File: src/rtl/ro_tdc_pkg.sv
// ro_tdc_pkg: shared FSM state type and default widths for the RO/TDC tile.
package ro_tdc_pkg;
    typedef enum logic [1:0] {IDLE, SETTLE, GATE, HOLD} state_t;
    localparam int N_RO_DEF        = 4;
    localparam int CNT_W_DEF       = 8;
    localparam int GATE_W_DEF      = 10;
    localparam int SYNC_STAGES_DEF = 2;
endpackage

File: src/rtl/ro_sync_edge.sv
// ro_sync_edge: synchronises an asynchronous RO tap into clk and flags its rising edges.
module ro_sync_edge
    import ro_tdc_pkg::*;
#(
    parameter int SYNC_STAGES = SYNC_STAGES_DEF
) (
    input  logic clk,
    input  logic rst_n,
    input  logic d_async,
    input  logic clr,
    output logic edge_o
);
    logic [SYNC_STAGES-1:0] chain;
    logic                   prev;
    always_ff @(posedge clk or negedge rst_n) begin
        if (!rst_n) begin
            chain <= '0;
            prev  <= 1'b0;
        end else begin
            chain <= {chain[SYNC_STAGES-2:0], d_async};
            prev  <= chain[SYNC_STAGES-1];
        end
    end
    // chain keeps running during clr so it is flushed with the new tap; only the edge is masked
    assign edge_o = ~clr & chain[SYNC_STAGES-1] & ~prev;
endmodule

File: src/rtl/ro_gate_counter.sv
// ro_gate_counter: counts rising edges of a selected ring oscillator over a gate window of clk cycles.
module ro_gate_counter
    import ro_tdc_pkg::*;
#(
    parameter int N_RO        = N_RO_DEF,
    parameter int CNT_W       = CNT_W_DEF,
    parameter int GATE_W      = GATE_W_DEF,
    parameter int SYNC_STAGES = SYNC_STAGES_DEF,
    localparam int SEL_W      = $clog2(N_RO)
) (
    input  logic              clk,
    input  logic              rst_n,
    input  logic [N_RO-1:0]   ro_in,
    input  logic [SEL_W-1:0]  sel,
    input  logic [GATE_W-1:0] gate_len,
    input  logic              start,
    output logic              busy,
    output logic [CNT_W-1:0]  count,
    output logic              overflow,
    output logic              valid,
    input  logic              ack
);
    state_t            state;
    logic [SEL_W-1:0]  sel_q;
    logic [GATE_W-1:0] len_q;
    logic [GATE_W-1:0] timer;
    logic              edge_det;
    ro_sync_edge #(.SYNC_STAGES(SYNC_STAGES)) u_sync (
        .clk     (clk),
        .rst_n   (rst_n),
        .d_async (ro_in[sel_q]),
        .clr     (state == SETTLE),
        .edge_o  (edge_det)
    );
    assign busy  = state != IDLE;
    assign valid = state == HOLD;
    // timer counts SETTLE down from SYNC_STAGES, then GATE down from len_q-1
    always_ff @(posedge clk or negedge rst_n) begin
        if (!rst_n) begin
            state    <= IDLE;
            sel_q    <= '0;
            len_q    <= '0;
            timer    <= '0;
            count    <= '0;
            overflow <= 1'b0;
        end else begin
            case (state)
                IDLE: if (start) begin
                    state    <= SETTLE;
                    sel_q    <= sel;
                    len_q    <= (gate_len == '0) ? GATE_W'(1) : gate_len;
                    timer    <= GATE_W'(SYNC_STAGES);
                    count    <= '0;
                    overflow <= 1'b0;
                end
                SETTLE: begin
                    state <= (timer == '0) ? GATE : SETTLE;
                    timer <= (timer == '0) ? len_q - 1'b1 : timer - 1'b1;
                end
                GATE: begin
                    if (edge_det) begin
                        if (&count) overflow <= 1'b1;
                        else count <= count + 1'b1;
                    end
                    state <= (timer == '0) ? HOLD : GATE;
                    timer <= timer - 1'b1;
                end
                HOLD: if (ack) state <= IDLE;
                default: state <= IDLE;
            endcase
        end
    end
endmodule

File: config.mk
export PLATFORM = sky130hd
export DESIGN_NAME = ro_gate_counter
export DESIGN_NICKNAME = d
export VERILOG_FILES = /design/src/rtl/ro_tdc_pkg.sv /design/src/rtl/ro_sync_edge.sv /design/src/rtl/ro_gate_counter.sv
export SDC_FILE = /design/constraint.sdc
export NUM_CORES = 1
export LEC_CHECK = 0
export ABC_CLOCK_PERIOD_IN_PS = 2900
export BUFFER_PORTS_ARGS = -buffer_cell sky130_fd_sc_hd__buf_2
export CORE_MARGIN = 2
export CORE_UTILIZATION = 30
export CTS_CLUSTER_DIAMETER = 150
export DETAILED_ROUTE_END_ITERATION = 8
export PLACE_DENSITY = 0.51
export SLEW_MARGIN = 30
export SYNTH_ARGS = -nofsm -noshare
export SYNTH_HDL_FRONTEND = slang
export SYNTH_SLANG_ARGS = --single-unit
File: constraint.sdc
create_clock -name clk -period 2.9 [get_ports clk]
set_input_delay 0.435 -clock clk [delete_from_list [all_inputs] [get_ports clk]]
set_output_delay 0.435 -clock clk [all_outputs]
set_load 0.01 [all_outputs]
==> results of run 1 <==
-- logic make-up after synthesis --
family,after synthesis,share of synthesized area
simple gates,86,0.213
buf+inv,16,0.0295
fa+ha+maj,8,0.0482
mux,15,0.0849
flops,36,0.433
compound gates,47,0.158
xor+xnor,8,0.0337
-- power by group --
| group | internal [mW] | leakage (nW) | switching, mW | total (mW) |
|---|---|---|---|---|
| registers | 0.682 | 0.456 | 0.186 | 0.868 |
| logic | 0.502 | 0.571 | 0.607 | 1.11 |
| clock network | 0.212 | 0.0503 | 0.175 | 0.387 |
-- routing by layer --
metal,GRT usage,up-vias,routed length [um]
met3,0.0303,2,187
met1,0.196,817,2400
met4,0.0559,0,42
met2,0.192,39,2040
met5,0,-,0
li1,-,871,-
-- metrics by stage --
stage	std cells	hold WS (ps)	worst slack [ps]	instance area (um^2)	util
detailed placement	322	336	352	2320	0.343
global route	329	301	181	2420	0.358
CTS	329	262	340	2420	0.358
global placement	322	335	387	2320	0.343
floorplan	216	139	626	2080	-
finish	329	233	306	2420	0.358
-- area by class of cell --
type	instances	area share
tap	80	0.0414
inverter	10	0.0155
multi-input combinational	164	0.462
clock buffer	7	0.0399
timing repair buffer	32	0.0684
sequential	36	0.373
-- layout by cell type, fill, tap and decap left out, types with 4 or more instances in the layout --
cell,synthesis,routed
xnor2_1,6,6
nor4_1,7,7
nand2_1,22,22
nand3_1,5,5
or3_1,7,7
clkbuf_8,0,7
dfrtp_1,36,36
a21oi_1,5,5
nor2_1,18,18
inv_1,10,10
mux2_2,11,11
nand4_1,4,4
nor3_1,8,8
ha_1,8,8
o21ai_0,15,15
buf_2,0,30
-- worst max-delay path, cell delays in order (launching register included) --
cell,delay [ps]
dfrtp_1,420
inv_1,70
ha_1,180
or4b_1,590
nor3_1,460
nand4_1,400
a21o_1,280
o311ai_0,90
-- flip-flops by register name, indices dropped and copies added (netlist names), named ones only --
name          flops
len_q            10
timer            10
count             8
sel_q             2
u_sync.chain      2
overflow          1
state             1
u_sync.prev       1
-- worst paths after layout --
kind / start / endpoint / slack, ps / cells past startpoint
min in group clk: u_sync.chain[0]$_DFF_PN0_ / u_sync.chain[1]$_DFF_PN0_ / 350 / 0
hold / removal: rst_n / timer[5]$_DFFE_PN0P_ / 230 / 1
setup reg to reg: timer[0]$_DFFE_PN0P_ / timer[3]$_DFFE_PN0P_ / 310 / 7
max in group asynchronous: rst_n / timer[1]$_DFFE_PN0P_ / 2150 / 1
setup / recovery: timer[0]$_DFFE_PN0P_ / timer[3]$_DFFE_PN0P_ / 310 / 7
hold reg to reg: u_sync.chain[0]$_DFF_PN0_ / u_sync.chain[1]$_DFF_PN0_ / 350 / 0
==> qor.yml, run 1 <==
global_route:
  grt_start_max_net_pins: 37
  grt_first_pass_wirelength_um: 8020
  gr-total-overflow: 0
  grt_pass1_vias: 1641
  antenna_found_initial: 0
  track_usage: 0.135
timing:
  slew_headroom: 0.461
  period_share: 0.894
  slew_violations: 0
  finalSetupViolCount: 0
  period_minus_slack_ps: 2590
  max_freq_ghz: 0.386
  finClkSkew_ps: 10.5
  rsz0062_at_grt: "no"
  final.setup.tns_ps: 0
  worst_pin_slew_ps: 808
  hold_viol: 0
hold_path:
  hp-class: "input port to async pin"
run:
  cap_violations: 0
cts:
  htreeDepth: 2
  postCtsSetupBuffers: 0
  cts_buffer_depth: 2
  clkTransAtPathRegs_ps: 80
  hold_buffers: 0
  clock-sinks: 36
  clock_latency_ps: 290
  tritoncts: "done"
  cts-buffers-inserted: 5
  ctsResizeCount: 0
  cts_root_buf: "clkbuf_8"
route:
  ant_nets: 0
  num_vias: 1729
  first_pass_iters: 5
  wl_um: 4680
  vias_per_cell: 5.26
  drtIter0Drc: 114
  drc: 0
  avgRoutedWirePerCell_um: 14.2
logic_synthesis:
  synth_async_sr_flop_share: 1.00
  synth_fp_nets: 244
  ys_seq_elements: 36
  synth_warnings: 0
  synth_cell_types: 46
  synthTopCellsByCount: "36 x dfrtp_1, 22 x nand2_1, 18 x nor2_1"
  synth-seq-area-share: 0.433
  synth_top_area_cell: "dfrtp_1"
  netlist_area_um2: 2080
  avgSynthCellArea_um2: 9.62
  synth-edff-count: 0
  ys_top_cells_by_area: "dfrtp_1 43%, mux2_2 6.0%, ha_1 4.8%"
  ys.flop_type: "dfrtp_1"
  synthCells: 216
  yosysMostFrequentCell: "dfrtp_1"
  yosysTopAreaCellShare: 0.433
floorplanning:
  die_y_um: 87.2
  initial_core_util: 0.308
  pin_count: 31
  core_um2: 6760
  die_w_um: 87.2
  die-area_um2: 7610
  rows: 30
layout:
  area_delta_synth_final_pct: 16.3
  fin_nets: 277
  antennaDiodeCount: 0
  multi_input_area_um2: 1120
  seqCellArea_um2: 901
  drive_above_1_share: 0.221
  fillers: 715
status:
  status: "completed"
critical_path:
  cp_max_fo: 8
  path_class: "flop to flop"
  critical_path_required_ps: 3080
  worst_ep_arrival_time_ps: 2770
  start_kind: "flop"
  cp-end-kind: "flop"
place:
  dp_hpwl_um: 3420
  globalplace.congestion: 0.791
  portBuffers: 30
power:
  power_mw: 2.36
  power_density_nw_per_um2: 978
  ir_worst_vdd_uv: 359
  power_leakage_nw: 1.08
Note: power is estimated with default switching activity, not from simulation.
==> inputs of run 2 (changes only) <==
--- a/config.mk
+++ b/config.mk
@@ -8,3 +8,2 @@
 export ABC_CLOCK_PERIOD_IN_PS = 2900
-export BUFFER_PORTS_ARGS = -buffer_cell sky130_fd_sc_hd__buf_2
 export CORE_MARGIN = 2
@@ -13,3 +12,4 @@
 export DETAILED_ROUTE_END_ITERATION = 8
-export PLACE_DENSITY = 0.51
+export DONT_BUFFER_PORTS = 1
+export PLACE_DENSITY = 0.48
 export SLEW_MARGIN = 30
--- a/constraint.sdc
+++ b/constraint.sdc
@@ -3,2 +3,2 @@
 set_output_delay 0.435 -clock clk [all_outputs]
-set_load 0.01 [all_outputs]
+set_load 0.02 [all_outputs]
==> qor.yml, run 2 (synthesis gave the netlist of run 1 again) <==
route:
  avgRoutedWirePerCell_um: 15.8
  drtIter0Drc: 109
  num_vias: 1689
  ant_nets: 0
  drc: 0
  wl_um: 4820
  vias_per_cell: 5.56
  first_pass_iters: 5
timing:
  slew_headroom: 0.570
  max_freq_ghz: 0.395
  final.setup.tns_ps: 0
  hold_viol: 0
  finalSetupViolCount: 0
  period_minus_slack_ps: 2530
  slew_violations: 0
  rsz0062_at_grt: "no"
  finClkSkew_ps: 7.81
  period_share: 0.874
  fin_ws_ps: 366
  worst_pin_slew_ps: 643
place:
  dp_slack_ps: 382
  globalplace.congestion: 0.778
  portBuffers: 0
  dp_hpwl_um: 3490
power:
  power_leakage_nw: 0.964
  power_density_nw_per_um2: 1030
  ir_worst_vdd_uv: 407
global_route:
  grt_pass1_vias: 1559
  grt_start_max_net_pins: 37
  grt_first_pass_wirelength_um: 8060
  antenna_found_initial: 0
  track_usage: 0.137
  gr-total-overflow: 0
layout:
  fin_nets: 251
  area_delta_synth_final_pct: 10.9
  fillers: 695
  antennaDiodeCount: 0
  final_cell_mix: "36 x dfrtp_1, 22 x nand2_1, 18 x nor2_1"
  reg_top3: "len_q x10, timer x10, count x8"
  drive_above_1_share: 0.121
  layout_commonest_cell: "dfrtp_1"
hold_path:
  hp-class: "input port to flop"
  hp-start: "gate_len[6]"
floorplanning:
  die-area_um2: 7610
  initial_core_util: 0.308
  die_y_um: 87.2
  pin_count: 31
  core_um2: 6760
  rows: 30
  die_w_um: 87.2
run:
  cap_violations: 0
cts:
  postCtsSetupBuffers: 0
  cts-buffers-inserted: 5
  clock_latency_ps: 290
  clkTransAtPathRegs_ps: 80
  tritoncts: "done"
  cts_buffer_depth: 2
  htreeDepth: 2
  ctsResizeCount: 0
  clock-sinks: 36
  cts_root_buf: "clkbuf_8"
critical_path:
  start_kind: "flop"
  path_class: "flop to flop"
  worst_ep_arrival_time_ps: 2710
  r2r-start: "timer[0]$_DFFE_PN0P_"
  critPathLaunch: "timer[0]$_DFFE_PN0P_"
  cp_max_fo: 8
  critical_path_required_ps: 3080
  cp-end-kind: "flop"
status:
  status: "completed"
run 2: where the power goes:
part	internal, mW	leakage (nW)	switching [mW]
Combinational	0.501	0.462	0.637
Sequential	0.682	0.456	0.180
Clock	0.194	0.0455	0.180
run 2: metal layers:
metal | GRT usage | wire [um]
met5 | 0 | 0
met1 | 0.198 | 2390
met4 | 0.0559 | 84
met2 | 0.197 | 2140
met3 | 0.0313 | 199
run 2: area by class of cell:
cell class	instances	area (um^2)	area share
multi-input combinational	164	1120	0.484
sequential	36	901	0.391
tap	80	100	0.0434
clock buffer	8	90.1	0.0391
timing repair buffer	6	60.1	0.0261
inverter	10	37.5	0.0163
run 2: critical path: stages, from the launching register on:
cell and delay (ps):
dfrtp_1 410, inv_1 70, ha_1 170, or4b_1 600, nor3_1 450, nand4_1 370, a21o_1 260, o311ai_0 90
run 2: final timing paths:
check                                            endpoint  slack [ps]  cells after the start
worst max-delay path                 timer[3]$_DFFE_PN0P_         370                      7
worst min-delay path                 len_q[6]$_DFFE_PN0P_         290                      1
worst max register to register       timer[3]$_DFFE_PN0P_         370                      7
worst min register to register  u_sync.chain[1]$_DFF_PN0_         350                      0
max in group asynchronous            count[5]$_DFFE_PN0P_        2080                      2
min in group asynchronous            timer[8]$_DFFE_PN0P_         620                      2
run 2: what timing repair did:
item	CTS	global route
hold buffers	2	0
endpoints found under the setup margin	0	0
endpoints found under the hold margin	36	0
run 2: metrics by stage:
step,util,instance area (um^2),hold WS (ps),std cells,power [mW]
after detailed placement,0.323,2180,140,294,2.00
final,0.341,2300,290,304,2.37
after global placement,0.323,2180,140,294,2.00
after global routing,0.341,2300,277,304,2.58
after CTS,0.341,2300,277,304,2.41
after floorplan,-,2080,139,216,1.70
==> inputs of run 3 (changes only) <==
Settings changed: ABC_CLOCK_PERIOD_IN_PS 2900 to 2820.
Clock period 2.9 ns to 2.82 ns, I/O delays scaled along.
==> qor.yml, run 3 (synthesis gave the netlist of run 1 again) <==
critical_path:
  critPathLaunch: "timer[0]$_DFFE_PN0P_"
  critPathTopFamily: "simple AND/OR/NAND/NOR gates"
  crit_chain: "inv_1 > ha_1 > or4b_1 > nor3_1 > nand4_1 > a21o_1 > o311ai_0"
  start_kind: "flop"
  r2r-start: "timer[0]$_DFFE_PN0P_"
  cp-end-kind: "flop"
  cp_max_fo: 8
  cp_slowest_stage_delay_ps: 580
  cp.buffers_inverters: 1
  crit_slowest_cell: "or4b_1"
  r2r_setup_slack_ps: 330
  worst_ep_arrival_time_ps: 2660
  path_class: "flop to flop"
  critical_path_required_ps: 2990
layout:
  area_delta_synth_final_pct: 10.7
  final_cell_mix: "36 x dfrtp_1, 22 x nand2_1, 18 x nor2_1"
  seqCellArea_um2: 901
  design_area_um2: 2300
  antennaDiodeCount: 0
  fin_nets: 252
  drive_above_1_share: 0.125
  multi_input_area_um2: 1120
  fillers: 717
  reg_top3: "len_q x10, timer x10, count x8"
  layout_commonest_cell: "dfrtp_1"
  finalNonFillerCells: 304
  utilization: 0.340
route:
  drtIter0Drc: 103
  drc: 0
  vias_per_cell: 5.42
  ant_nets: 0
  wl_um: 4760
  avgRoutedWirePerCell_um: 15.7
  first_pass_iters: 4
  num_vias: 1647
power:
  p_int_mw: 1.39
  combPwrFrac: 0.487
  seqPwrFrac: 0.367
  p_switching_mw: 1.02
  clkPwrFrac: 0.146
  ir_worst_vdd_uv: 470
  p_sw_frac: 0.424
  power_leakage_nw: 0.965
  power_density_nw_per_um2: 1050
floorplanning:
  core_um2: 6760
  pin_count: 31
  die_y_um: 87.2
  rows: 30
  die-area_um2: 7610
  die_w_um: 87.2
  initial_core_util: 0.308
cts:
  ctsResizeCount: 0
  tritoncts: "done"
  cts-buffers-inserted: 5
  clock-sinks: 36
  cts_root_buf: "clkbuf_8"
  clock_latency_ps: 290
  clkTransAtPathRegs_ps: 70
  postCtsSetupBuffers: 0
  cts_buffer_depth: 2
  hold_buffers: 2
  htreeDepth: 2
timing:
  slew_headroom: 0.563
  hold_ws_ps: 287
  finalSetupViolCount: 0
  slew_violations: 0
  period_minus_slack_ps: 2490
  max_freq_ghz: 0.402
  period_share: 0.882
  rsz0062_at_grt: "no"
  final.setup.tns_ps: 0
  worst_pin_slew_ps: 653
  hold_viol: 0
  finClkSkew_ps: 11.0
global_route:
  track_usage: 0.134
  antenna_found_initial: 0
  grt_pass1_vias: 1576
  gr-total-overflow: 0
  grt_first_pass_wirelength_um: 8030
  grt_start_max_net_pins: 37
place:
  dp_hpwl_um: 3410
  dpl_cell_area_um2: 2190
  globalplace.congestion: 0.798
  placed_cells: 295
  portBuffers: 0
hold_path:
  hp-start: "sel[1]"
  hp-class: "input port to flop"
status:
  status: "completed"
run:
  cap_violations: 0
## run 3: routing by layer
layer,wire (um),vias to the layer above,global-route usage
li1,-,816,-
met1,2370,792,0.201
met2,2160,37,0.191
met5,0,-,0
met3,187,2,0.0313
met4,42,0,0.0420
## run 3: layout make-up
cell class,instances,share of cell area
multi-input cells,164,0.485
flip-flops and latches,36,0.392
well taps,80,0.0435
clock buffers,6,0.0316
repair buffers,7,0.0294
inverters,10,0.0163
clock inverters,1,0.00218
## run 3: through the flow
step,setup slack (ps),power (mW)
after floorplan,546,1.74
after global placement,440,2.06
after detailed placement,362,2.04
after CTS,316,2.43
after global routing,68.3,2.63
final,334,2.41
## run 3: path summary, 6_finish.rpt
path | endpoint | depth (start not counted)
max reg2reg | timer[3]$_DFFE_PN0P_ | 7
min in group asynchronous | timer[4]$_DFFE_PN0P_ | 2
min | sel_q[1]$_DFFE_PN0P_ | 1
max in group asynchronous | len_q[1]$_DFFE_PN0P_ | 2
min reg2reg | u_sync.chain[1]$_DFF_PN0_ | 0
max | timer[3]$_DFFE_PN0P_ | 7
## run 3: power groups by stage
stage	clock network, mW	logic [mW]	registers [mW]
finish	0.352	1.18	0.886
global placement	0	1.17	0.894
detailed placement	0	1.15	0.894
floorplan	0	0.886	0.858
CTS	0.371	1.18	0.884
global route	0.391	1.32	0.918
## run 3: worst register-to-register path, cell delays in order, from the launching register on
cell and delay (ps):
dfrtp_1 420, inv_1 80, ha_1 180, or4b_1 580, nor3_1 400, nand4_1 360
a21o_1 260, o311ai_0 90
